--- src/rtl/config_bitstream_loader.sv ---
// Serial configuration bitstream loader at the array edge.
// Each frame carries an address and a data word, both MSB first. A complete
// frame becomes one broadcast config_data word plus a single-cycle one-hot
// config_en to the addressed tile. The all-ones address marks END and has no
// data field.
//
// state   | meaning
// --------+-----------------------------------------------------------
// S_IDLE  | not armed, bs_ready low, waiting for start
// S_ADDR  | shifting in ADDR_W address bits
// S_DATA  | shifting in DATA_W data bits
// S_WRITE | one cycle: strobe config_en (or flag error), bs_ready low
// S_DONE  | END seen, done high, waiting for start to re-arm
module config_bitstream_loader #(
   parameter int NUM_TILES = 16,
   parameter int ADDR_W    = 4,
   parameter int DATA_W    = 32
) (
   input  logic                 clk,
   input  logic                 reset_n,
   input  logic                 start,
   input  logic                 bs_valid,
   input  logic                 bs_bit,
   output logic                 bs_ready,
   output logic [DATA_W-1:0]    config_data,
   output logic [NUM_TILES-1:0] config_en,
   output logic                 busy,
   output logic                 done,
   output logic                 error,
   output logic [15:0]          write_count
);

   localparam int MAX_W = (DATA_W > ADDR_W) ? DATA_W : ADDR_W;
   localparam int CNT_W = $clog2(MAX_W + 1);

   localparam logic [ADDR_W-1:0] END_ADDR   = '1;
   localparam logic [ADDR_W:0]   TILE_LIMIT = (ADDR_W + 1)'(NUM_TILES);
   localparam logic [CNT_W-1:0]  ADDR_LOAD  = CNT_W'(ADDR_W - 1);
   localparam logic [CNT_W-1:0]  DATA_LOAD  = CNT_W'(DATA_W - 1);
   localparam logic [NUM_TILES-1:0] EN_ONE  = {{(NUM_TILES - 1){1'b0}}, 1'b1};

   typedef enum logic [2:0] {
      S_IDLE,
      S_ADDR,
      S_DATA,
      S_WRITE,
      S_DONE
   } state_t;

   state_t             state;
   logic [CNT_W-1:0]   bit_cnt;
   logic [ADDR_W-1:0]  addr_sr;
   logic [DATA_W-1:0]  data_sr;

   logic               accept;
   logic [ADDR_W-1:0]  addr_next;
   logic [DATA_W-1:0]  data_next;
   logic               in_range;

   assign accept = bs_valid && bs_ready;

   // Shift-register next values and tile range check on the latched address.
   always_comb begin
      addr_next = {addr_sr[ADDR_W-2:0], bs_bit};
      data_next = {data_sr[DATA_W-2:0], bs_bit};
      in_range  = ({1'b0, addr_sr} < TILE_LIMIT);
   end

   // Frame sequencer; bit_cnt is a down-counter loaded per field, field ends at zero.
   always_ff @(posedge clk or negedge reset_n) begin
      if (!reset_n) begin
         state       <= S_IDLE;
         bit_cnt     <= '0;
         addr_sr     <= '0;
         data_sr     <= '0;
         bs_ready    <= 1'b0;
         config_data <= '0;
         config_en   <= '0;
         busy        <= 1'b0;
         done        <= 1'b0;
         error       <= 1'b0;
         write_count <= '0;
      end else begin
         config_en <= '0;
         case (state)
            S_IDLE, S_DONE: begin
               if (start) begin
                  state       <= S_ADDR;
                  bit_cnt     <= ADDR_LOAD;
                  bs_ready    <= 1'b1;
                  busy        <= 1'b1;
                  done        <= 1'b0;
                  error       <= 1'b0;
                  write_count <= '0;
               end
            end

            S_ADDR: begin
               if (accept) begin
                  addr_sr <= addr_next;
                  if (bit_cnt == '0) begin
                     if (addr_next == END_ADDR) begin
                        state    <= S_DONE;
                        bs_ready <= 1'b0;
                        busy     <= 1'b0;
                        done     <= 1'b1;
                     end else begin
                        state   <= S_DATA;
                        bit_cnt <= DATA_LOAD;
                     end
                  end else begin
                     bit_cnt <= bit_cnt - 1'b1;
                  end
               end
            end

            S_DATA: begin
               if (accept) begin
                  data_sr <= data_next;
                  if (bit_cnt == '0) begin
                     // Strobe and bookkeeping are registered here so they are
                     // visible exactly during the WRITE cycle.
                     state       <= S_WRITE;
                     bs_ready    <= 1'b0;
                     config_data <= data_next;
                     if (in_range) begin
                        config_en <= EN_ONE << addr_sr;
                        if (write_count != 16'hFFFF) begin
                           write_count <= write_count + 16'd1;
                        end
                     end else begin
                        error <= 1'b1;
                     end
                  end else begin
                     bit_cnt <= bit_cnt - 1'b1;
                  end
               end
            end

            S_WRITE: begin
               state    <= S_ADDR;
               bit_cnt  <= ADDR_LOAD;
               bs_ready <= 1'b1;
            end

            default: begin
               state    <= S_IDLE;
               bs_ready <= 1'b0;
               busy     <= 1'b0;
            end
         endcase
      end
   end

endmodule

--- config.mk ---
export PLATFORM = sky130hd
export DESIGN_NAME = config_bitstream_loader
export DESIGN_NICKNAME = d
export VERILOG_FILES = /design/src/rtl/config_bitstream_loader.sv
export SDC_FILE = /design/constraint.sdc
export NUM_CORES = 1
export LEC_CHECK = 0
export BUFFER_PORTS_ARGS = -buffer_cell sky130_fd_sc_hd__buf_2
export CAP_MARGIN = 20
export CELL_PAD_IN_SITES_DETAIL_PLACEMENT = 0
export CELL_PAD_IN_SITES_GLOBAL_PLACEMENT = 1
export CORE_MARGIN = 5
export CORE_UTILIZATION = 35
export CTS_CLUSTER_SIZE = 40
export DETAILED_ROUTE_END_ITERATION = 12
export PLACE_DENSITY = 0.66
export SLEW_MARGIN = 10
export SYNTH_ARGS = -nofsm -noshare
export SYNTH_HDL_FRONTEND = slang
export SYNTH_SLANG_ARGS = --single-unit
export TNS_END_PERCENT = 10
--- constraint.sdc ---
create_clock -name clk -period 7.6 [get_ports clk]
set_input_delay 1.52 -clock clk [delete_from_list [all_inputs] [get_ports clk]]
set_output_delay 1.52 -clock clk [all_outputs]
set_load 0.02 [all_outputs]
==> Yosys cells after proc, flatten, opt, wreduce, memory -nomap -nowiden <==
Cells that the tools add are included.
Widths: inputs -> output; s select.
{ "op_classes": {"shift": 1, "n_bitwise": 1, "mux": 35, "n_addsub": 2, "reduce_logical": 17, "n_eq_ne": 15, "n_lt_le_gt_ge": 0, "n_div": 0, "mul": 0} }
{ "ops": {"columns": ["operator", "count"], "rows": [
  ["$mux 16", 7],
  ["$mux 6", 6],
  ["$pmux 16 s2", 1],
  ["$pmux 6 s4", 1],
  ["$reduce_and 5->1", 4],
  ["$mux 3", 6],
  ["$add 16x1->16 const B", 1],
  ["$ne 16x16->1 const B", 1],
  ["$ne 2x2->1 const B", 8],
  ["$shl 1x4->16 const A", 1],
  ["$pmux 3 s4", 1],
  ["$reduce_and 6->1", 2],
  ["$mux 1", 10],
  ["$eq 3x2->1 const B", 2],
  ["$logic_not 6->1", 1],
  ["$sub 6x1->6 const B", 1],
  ["$eq 4x4->1 const B", 1],
  ["$pmux 1 s4", 1],
  ["$reduce_and 2->1", 2],
  ["$reduce_bool 2->1", 2],
  ["$reduce_bool 4->1", 1],
  ["$reduce_or 2->1", 2],
  ["$eq 3x1->1 const B", 1],
  ["$eq 3x3->1 const B", 1],
  ["other kinds (7)", 7]
]} }
{ "totals": {"output_inout_bits": 68, "input_bits": 5, "regBits": 111, "rom_bits": 0, "wordCells": 81, "ram_bits": 0, "latch_bits": 0, "mem_count": 0} }

==> Logic depth before layout (Yosys ltp) <==
Gate-level depths: netlist of run 1.
{ "logic_depth": {"word_depth": 5, "mapped_depth": 9, "depth_no_buf": 7} }

==> Least setup slack after synthesis of run 1 <==
OpenSTA, ideal clock, no wires.
{ "synth_path": {"kind": "input -> register", "startpoint": "in start", "endpoint": "reg write_count[13]", "slack_ns": 4.660, "setup_time_ns": 0.078, "path_buffers": 0, "path_stages": 5, "t_arrival_ns": 2.862, "path_cell_list": "or3b_2 > o41a_1 > a21o_1 > or4_1 > a21oi_1"} }
{ "synth_via": {"elab_chain_cells": 2} }
{ "synth_lines": {"columns": ["element", "line", "source"], "rows": [
  ["start, declared", "21", "input logic start,"],
  ["$ne 2x2->1 (no line)", null, null],
  ["$reduce_and 5->1 (no line)", null, null],
  ["end signal, assigned", "129", "write_count <= write_count + 16'd1;"],
  ["end, declared", "30", "output logic [15:0] write_count"]
]} }
Every way passes these cells.
A chain may end at the register's enable or synchronous reset.

==> Final worst setup path of run 1 <==
Same ends and word-level chain as after synthesis.

==> run summary, run 1 <==
Avg Inst Size Synth = 10.6 sq um
Worst path depth = 6
Worst path max stage delay = 0.55 ns
Initial Utilization = 36.0%
Max clock buf depth = 2
Initial antenna violation count = 0
Vias in the first global route = 3275
Max-capacitance violation count = 0
Critical Path End Type = flip-flop
Net Count, Synth = 441
Worst-Skew Late Latency = 0.35 ns
GR Util All Layers = 12.7%
Register bit total from synthesis = 111
Ant. Diodes = 0
Pleak = 2.81 nW
Antenna Violating Nets Remaining = 0
CTS Hold Bufs = 0
Pins Over Slew Limit = 0
CTS tree = built
Pin count of the biggest net entering global routing = 71
Most frequent cells in the layout = dfrtp_1 (111), nand2_1 (109), buf_2 (70)
Finished Cell Area = 0.00542 sq mm
Max_slew headroom = 41.8%
CP Max Fanout = 25
Drt first pass iters = 4
Via/cell ratio = 4.91
Mapped cell area = 0.00460 sq mm
Clock-pin slew on the worst setup and hold paths = 0.07 ns
Multi-input logic area = 0.00172 sq mm
YS warnings = 0
PD cells = 265 mW/mm^2
R2R Path Start = bit_cnt[0]
Setup-failing EPs final = 0
Final Skew = 0.00714 ns
Core ar. = 0.0128 sq mm
Crit path capture = write_count[13]
Peak VDD IR = 116 uV
Hold Path Depth = 2
Post-synth top area share = 60.4%
Global-route wire length before repair = 16500 microns
Num rows = 41
Flop-to-flop setup slack = 4.74 ns
Minimum clock period = 3.01 ns
Gpl congestion = 0.741
Final worst path period share = 39.6%
Ports = 73
CTS Sinks = 111
Register area share after synthesis = 60.4%
EDFF count, synth = 0
Synth cell types = 41
Cell taking the most area after synthesis = dfrtp_1
Top cells by area, synth = dfrtp_1 (60%), nand2_1 (8.9%), mux2_2 (8.8%), o21ai_0 (2.4%), nor2_1 (2.2%)
Postcts setup bufs = 0
FF-to-FF End = write_count[13]
Post-Route WL = 9550 microns
Area delta synth->final = 17.8%
Chip height = 125 microns
Final hold slack = 0.470 ns
Number of instances resized during post-cts repair = 0
Post-DP Area = 0.00512 sq mm
FF/Latch Area = 0.00278 sq mm
DRC viols = 0
Total CTS buffers = 9
Share of layout cells above drive strength 1 = 26.0%
Post-synth ARST share = 100%
Setup TNS = 0 ns
Worst Max-Slew Pin Slew = 0.872 ns
Final Net Count = 506
WL/cell = 14.1 microns
Routed via count = 3317
RSZ-0062 raised after global routing = false
Number of H-tree levels = 3
Status = complete, no violations
Final hold vios = 0
Gate Count Post-Synth = 434
Post-synth top flop = dfrtp_1
# port buffers = 71
Fmax = 332 MHz
Worst path bufs/invs = 1
Root buf cell = clkbuf_16
Gr ovfl total = 0
Commonest non-fill, non-tap cell in the layout = dfrtp_1
Die area = 0.0155 sq mm
Worst path arrival time = 3.28 ns
Worst Reg2Reg Path Length in Cells = 7
Setup CP Type = in -> reg
Die X-Extent = 125 microns
Initial DRC count = 142
CP delay by family, top = simple AND/OR/NAND/NOR gates
Hold path start = config_data[25]
Worst min path class = reg -> reg
Critical Path RT = 7.87 ns
Critical Path Start Type = primary input
Post-detail-place hpwl = 6320 microns
Fill cell count = 1259
Worst Setup SP = start
Slowest-stage cell, CP = or4_1
CP Cell Sequence = buf_2, or3b_2, o41a_1, a21o_1, or4_1, a21oi_1
[synth_stat cells (2+ instances only)]
master,n
dfrtp_1,111
nand2_1,109
mux2_2,36
nor2_1,27
o21ai_0,22
clkbuf_1,19
a21oi_1,15
o31ai_1,11
nand3_1,10
nand2b_1,9
nor3_1,9
or3_1,6
or4_1,5
inv_1,4
a21o_1,3
nand3b_1,3
nand4_1,3
nor3b_1,3
or3b_2,3
and3_1,2
ha_1,2
nor2b_1,2
o22ai_1,2
[sequential cells by signal (all words and copies together) (netlist names)]
signal	count
addr_sr	4
bit_cnt	6
bs_ready	1
busy	1
config_data	32
config_en	16
data_sr	31
done	1
state	3
write_count	16
[area by class of cell]
class,count,share of cell area (%)
clock buffers,11,4.29
multi-input cells,297,31.7
clock inverters,5,1.22
inverters,4,0.277
well taps,172,3.97
flip-flops and latches,111,51.3
repair buffers,76,7.30
[worst register-to-register path, stage by stage (launching register included)]
cell     delay [ns]
dfrtp_1        0.41
inv_1          0.07
ha_1           0.18
or4b_1         0.60
o41a_1         0.47
a21o_1         0.38
or4_1          0.55
a21oi_1        0.15
[per-layer routing]
metal	global-route usage (%)	part of all wire, %
met1	17.7	49
met2	19.2	45
met4	4.64	1.5
met5	0	0
met3	3.09	3.9
[how the worst min path moves through the flow]
stage | endpoint | slack (ns)
after floorplan | config_data[31] | 0.43
after global placement | config_data[31] | 0.45
after detailed placement | config_data[25] | 0.46
after CTS | config_data[0] | 0.48
after global routing | config_data[26] | 0.49
final | config_data[25] | 0.47
[power breakdown]
group	internal [W]	total [W]	leakage (nW)	switching [W]
combinational	0.000106	0.000254	1.15	0.000148
sequential	0.000635	0.000701	1.52	0.0000657
clock	0.000261	0.000481	0.148	0.000220
total	0.00100	0.00144	2.81	0.000434
[logic make-up after synthesis]
| group | count (synthesis) | synth area share [%] |
|---|---|---|
| buffers and inverters | 26 | 2.39 |
| AOI/OAI and AO/OA | 62 | 8.30 |
| adders and majority gates | 2 | 0.544 |
| and+or+nand+nor | 195 | 19.3 |
| other | 1 | 0.0815 |
| muxes | 37 | 9.03 |
| DFF | 111 | 60.4 |
[per-stage QoR]
step                setup slack [ns]  cells  util, %  power, W
finish                          4.59    676     42.4   0.00144
global route                    4.49    676     42.4   0.00152
CTS                             4.59    676     42.4   0.00146
detailed placement              4.23    660     40.1  0.000969
global placement                4.26    660     40.1  0.000961
floorplan                       4.66    434        -  0.000896
Power figures use the tool's default switching activity.
==> inputs of run 2 (changes only) <==
==> constraint.sdc (replaced) <==
create_clock -name clk -period 2.95 [get_ports clk]
set_input_delay 0.59 -clock clk [delete_from_list [all_inputs] [get_ports clk]]
set_output_delay 0.59 -clock clk [all_outputs]
set_load 0.02 [all_outputs]
==> run 2 against run 1 <==
  * Global-route usage grew 0.55 points
  * Sequential share of layout area fell by 0.86 points
  * Flip-flop and latch count did not move
  * Non-clock buffer count increased by 6
  * Wire length increased by 2.7%
  * Clock power rose to 2.8 times the previous value
  * Combinational power grew to 2.7 times the previous value
  * Die area is the same
  * Largest cell class unchanged
  * Cell area grew 1.7%
==> run summary, run 2 (synthesis gave the netlist of run 1 again) <==
DRC viols = 0
CTS tree = built
Chip height = 125 microns
RSZ-0062 raised after global routing = false
Clock-pin slew on the worst setup and hold paths = 0.07 ns
CP Cell Sequence = inv_1, ha_1, or4b_1, o41a_1, a21o_1, or4_1, a21oi_1
Critical Path End Type = flip-flop
Core ar. = 0.0128 sq mm
Fmax = 374 MHz
CTS Sinks = 111
Largest register FFs = 32
CP delay by family, top = simple AND/OR/NAND/NOR gates
Status = complete, no violations
Final worst path period share = 90.6%
Post-Route WL = 9810 microns
Antenna Violating Nets Remaining = 0
CP Max Fanout = 21
Share of layout cells above drive strength 1 = 27.1%
Minimum clock period = 2.67 ns
P_int = 0.00272 W
Max clock buf depth = 2
PD cells = 694 mW/mm^2
Commonest non-fill, non-tap cell in the layout = dfrtp_1
Ports = 73
Setup-failing EPs final = 0
Sw Ratio = 28.8%
Pins Over Slew Limit = 0
Pwr Total = 0.00382 W
Reg power frac = 47.2%
WL/cell = 14.4 microns
Final Net Count = 512
Routed via count = 3353
Critical Path Start Type = flip-flop
Worst path bufs/invs = 1
Worst Setup SP = bit_cnt[0]
Clock power frac = 35.1%
Post-detail-place hpwl = 6550 microns
GR Util All Layers = 13.3%
Die X-Extent = 125 microns
Drt first pass iters = 4
Regs by FF count = config_data x32, data_sr x31
Global-route wire length before repair = 17000 microns
Worst path max stage delay = 0.54 ns
Max_slew headroom = 60.5%
Comb pwr share = 17.7%
# port buffers = 71
Critical Path RT = 3.22 ns
Top reg by flops = config_data
Worst min path class = in -> async
Worst Reg2Reg Path Length in Cells = 7
Slowest-stage cell, CP = or4_1
Peak VDD IR = 247 uV
Worst Max-Slew Pin Slew = 0.593 ns
Final Skew = 0.00994 ns
Flop-to-flop setup slack = 0.28 ns
CTS Hold Bufs = 0
Gr ovfl total = 0
Final hold slack = 0.237 ns
Vias in the first global route = 3324
Psw = 0.00110 W
Via/cell ratio = 4.92
R2R Path Start = bit_cnt[0]
Worst path arrival time = 2.94 ns
Postcts setup bufs = 0
Num rows = 41
Ant. Diodes = 0
FF-to-FF End = write_count[9]
Most frequent cells in the layout = dfrtp_1 (111), nand2_1 (109), buf_2 (70)
Number of instances resized during post-cts repair = 0
Total CTS buffers = 9
Setup CP Type = reg -> reg
Initial Utilization = 36.0%
Max-capacitance violation count = 0
Initial DRC count = 196
Gpl congestion = 0.769
Pleak = 2.86 nW
Area delta synth->final = 19.8%
Pin count of the biggest net entering global routing = 48
Setup TNS = 0 ns
Final hold vios = 0
Die area = 0.0155 sq mm
Number of H-tree levels = 3
Root buf cell = clkbuf_16
Worst-Skew Late Latency = 0.35 ns
Initial antenna violation count = 0
-- run 2: changes by cell type in the layout (fill, tap and decap cells not counted) --
cell       delta
buf_4         +5
clkbuf_8      +2
inv_8         -2
buf_12        +1
bufinv_16     +1
clkbuf_1      -1
clkinv_2      -1
clkinv_4      +1
-- run 2: power by group through the flow --
stage	registers (W)	logic (W)	clock network (W)
6_report	0.00181	0.000677	0.00134
5_1_grt	0.00183	0.000763	0.00145
4_1_cts	0.00180	0.000686	0.00138
3_5_place_dp	0.00183	0.000682	0
3_3_place_gp	0.00182	0.000670	0
2_1_floorplan	0.00178	0.000528	0
-- run 2: cell type report --
type / instances / area, sq um
fill: 1263 / 7260
sequential: 111 / 2780
multi-input combinational: 297 / 1720
timing repair buffer: 82 / 453
clock buffer: 12 / 256
tap: 172 / 215
clock inverter: 4 / 77.6
inverter: 4 / 15.0
-- run 2: layer usage --
layer	global-route usage, %	vias up	routed length [microns]
met1	18.6	1647	4880
li1	-	1626	-
met5	0	-	0
met4	5.67	0	170
met2	19.7	68	4370
met3	2.96	12	390
-- run 2: worst max-delay path by stage --
stage	to	slack, ns	depth (start not counted)
3_5_place_dp	write_count[9]	0.26	7
4_1_cts	write_count[13]	0.27	7
3_3_place_gp	write_count[11]	0.33	7
5_1_grt	write_count[9]	0.10	7
2_1_floorplan	write_count[13]	0.52	8
6_report	write_count[9]	0.28	7
-- run 2: through the flow --
step,instance area (sq um),util [%],instances,setup slack (ns)
final,5510,43.1,682,0.278
after global routing,5510,43.1,682,0.101
after CTS,5510,43.1,682,0.270
after detailed placement,5180,40.5,666,0.256
after global placement,5180,40.5,666,0.333
after floorplan,4600,-,434,0.525
==> inputs of run 3 (changes only) <==
--- a/config.mk
+++ b/config.mk
@@ -10,10 +10,10 @@
 export CELL_PAD_IN_SITES_DETAIL_PLACEMENT = 0
 export CELL_PAD_IN_SITES_GLOBAL_PLACEMENT = 1
 export CORE_MARGIN = 5
-export CORE_UTILIZATION = 35
+export CORE_UTILIZATION = 25
 export CTS_CLUSTER_SIZE = 40
 export DETAILED_ROUTE_END_ITERATION = 12
-export PLACE_DENSITY = 0.66
+export PLACE_DENSITY = 0.51
 export SLEW_MARGIN = 10
 export SYNTH_ARGS = -nofsm -noshare
 export SYNTH_HDL_FRONTEND = slang
==> run 3 against run 2 <==
  * Cell count up 8.5%
  * Setup slack got worse by 0.077 ns
  * Non-clock buffer count rose by 1
  * Wire length is 6.6% higher
  * Sequential power shrank 2%
  * Worst hold slack improved by 0.015 ns
  * Critical path type unchanged
  * Critical endpoint unchanged
  * Highest routed layer unchanged
==> run summary, run 3 (synthesis gave the netlist of run 1 again) <==
GR Util All Layers = 9.93%
Max clock buf depth = 2
Peak VDD IR = 369 uV
Postcts setup bufs = 0
Max_slew headroom = 55.9%
Initial DRC count = 154
Final hold slack = 0.251 ns
Most frequent cells in the layout = dfrtp_1 (111), nand2_1 (109), buf_2 (70)
Ant. Diodes = 0
Worst-Skew Late Latency = 0.35 ns
Setup-failing EPs final = 0
Critical Path End Type = flip-flop
Share of layout cells above drive strength 1 = 27.4%
Regs by FF count = config_data x32, data_sr x31
Worst path arrival time = 3.02 ns
Core ar. = 0.0180 sq mm
Non-Filler Instances = 740
Worst Max-Slew Pin Slew = 0.662 ns
Total CTS buffers = 9
DRC viols = 0
Commonest non-fill, non-tap cell in the layout = dfrtp_1
Flop-to-flop setup slack = 0.20 ns
WL/cell = 14.1 microns
Number of H-tree levels = 3
Final worst path period share = 93.2%
Number of instances resized during post-cts repair = 0
Pin count of the biggest net entering global routing = 48
Gpl congestion = 0.714
Root buf cell = clkbuf_16
Post-route setup slack = 0.202 ns
CTS Hold Bufs = 0
Vias in the first global route = 3322
Routed via count = 3327
Chip height = 146 microns
Die area = 0.0212 sq mm
Top reg by flops = config_data
Worst min path class = in -> async
Critical Path Start Type = flip-flop
Critical Path RT = 3.22 ns
Placed Cells = 724
Pleak = 2.85 nW
Fmax = 364 MHz
Status = complete, no violations
PD cells = 674 mW/mm^2
Pins Over Slew Limit = 0
CP delay by family, top = simple AND/OR/NAND/NOR gates
Area delta synth->final = 20.9%
CTS tree = built
Fill cell count = 1914
Final Util = 30.9%
Setup CP Type = reg -> reg
Post-detail-place hpwl = 7150 microns
Via/cell ratio = 4.50
Max-capacitance violation count = 0
Global-route wire length before repair = 17600 microns
Place WS = 0.204 ns
Initial Utilization = 25.5%
Initial antenna violation count = 0
Sw Ratio = 30.1%
Final Skew = 0.0125 ns
Setup TNS = 0 ns
Clock-pin slew on the worst setup and hold paths = 0.08 ns
Slowest-stage cell, CP = or4_1
CP Cell Sequence = inv_1, ha_1, or4b_1, o41a_1, a21o_1, or4_1, a21oi_1
Drt first pass iters = 4
# port buffers = 71
Worst path max stage delay = 0.55 ns
CTS Sinks = 111
Num rows = 49
Ports = 73
Psw = 0.00113 W
Final hold vios = 0
Reg power frac = 47.3%
P_int = 0.00262 W
Post-Route WL = 10500 microns
RSZ-0062 raised after global routing = false
Die X-Extent = 146 microns
Largest register FFs = 32
Worst path bufs/invs = 1
CP Max Fanout = 25
Clock power frac = 33.7%
Final Net Count = 513
Minimum clock period = 2.75 ns
Gr ovfl total = 0
Antenna Violating Nets Remaining = 0
Comb pwr share = 19.0%
-- run 3: changes by cell type in the layout (fill, tap and decap cells not counted), sizes merged --
cell | before | now
clkinvlp | 0 | 2
inv | 4 | 5
clkbuf | 12 | 10
buf | 82 | 83
bufinv | 2 | 1
-- run 3: metal layers --
layer | up-vias | routed length (microns) | track usage (%)
met1 | 1618 | 5100 | 13.8
met3 | 6 | 488 | 2.99
met4 | 0 | 91 | 2.89
met2 | 70 | 4780 | 15.0
li1 | 1633 | - | -
met5 | - | 0 | 0
-- run 3: worst paths after layout --
check | cells after the start | start | endpoint
min reg2reg | 2 | config_data[24] | config_data[24]
max reg2reg | 7 | bit_cnt[0] | write_count[9]
min in group clk | 2 | config_data[24] | config_data[24]
min | 1 | reset_n | config_data[24]
max | 7 | bit_cnt[0] | write_count[9]
max in group asynchronous | 2 | reset_n | config_en[12]
-- run 3: layout make-up --
type                    instances  area (sq um)  share of cell area [%]
repair buffers                 83           460                    8.28
inverters                       4          15.0                   0.270
clock buffers                  10           239                    4.30
well taps                     229           287                    5.15
flip-flops and latches        111          2780                    49.9
multi-input cells             297          1720                    30.9
clock inverters                 6          67.6                    1.21
-- run 3: per-stage QoR --
stage	area, sq um	power, W
final	5560	0.00375
after global routing	5560	0.00398
after CTS	5560	0.00380
after detailed placement	5260	0.00253
after global placement	5260	0.00251
after floorplan	4600	0.00231
-- run 3: power groups by stage --
| stage | sequential [W] | combinational, W | clock [W] |
|---|---|---|---|
| final | 0.00177 | 0.000714 | 0.00126 |
| after global routing | 0.00180 | 0.000809 | 0.00137 |
| after CTS | 0.00177 | 0.000724 | 0.00130 |
| after detailed placement | 0.00180 | 0.000723 | 0 |
| after global placement | 0.00179 | 0.000711 | 0 |
| after floorplan | 0.00178 | 0.000528 | 0 |
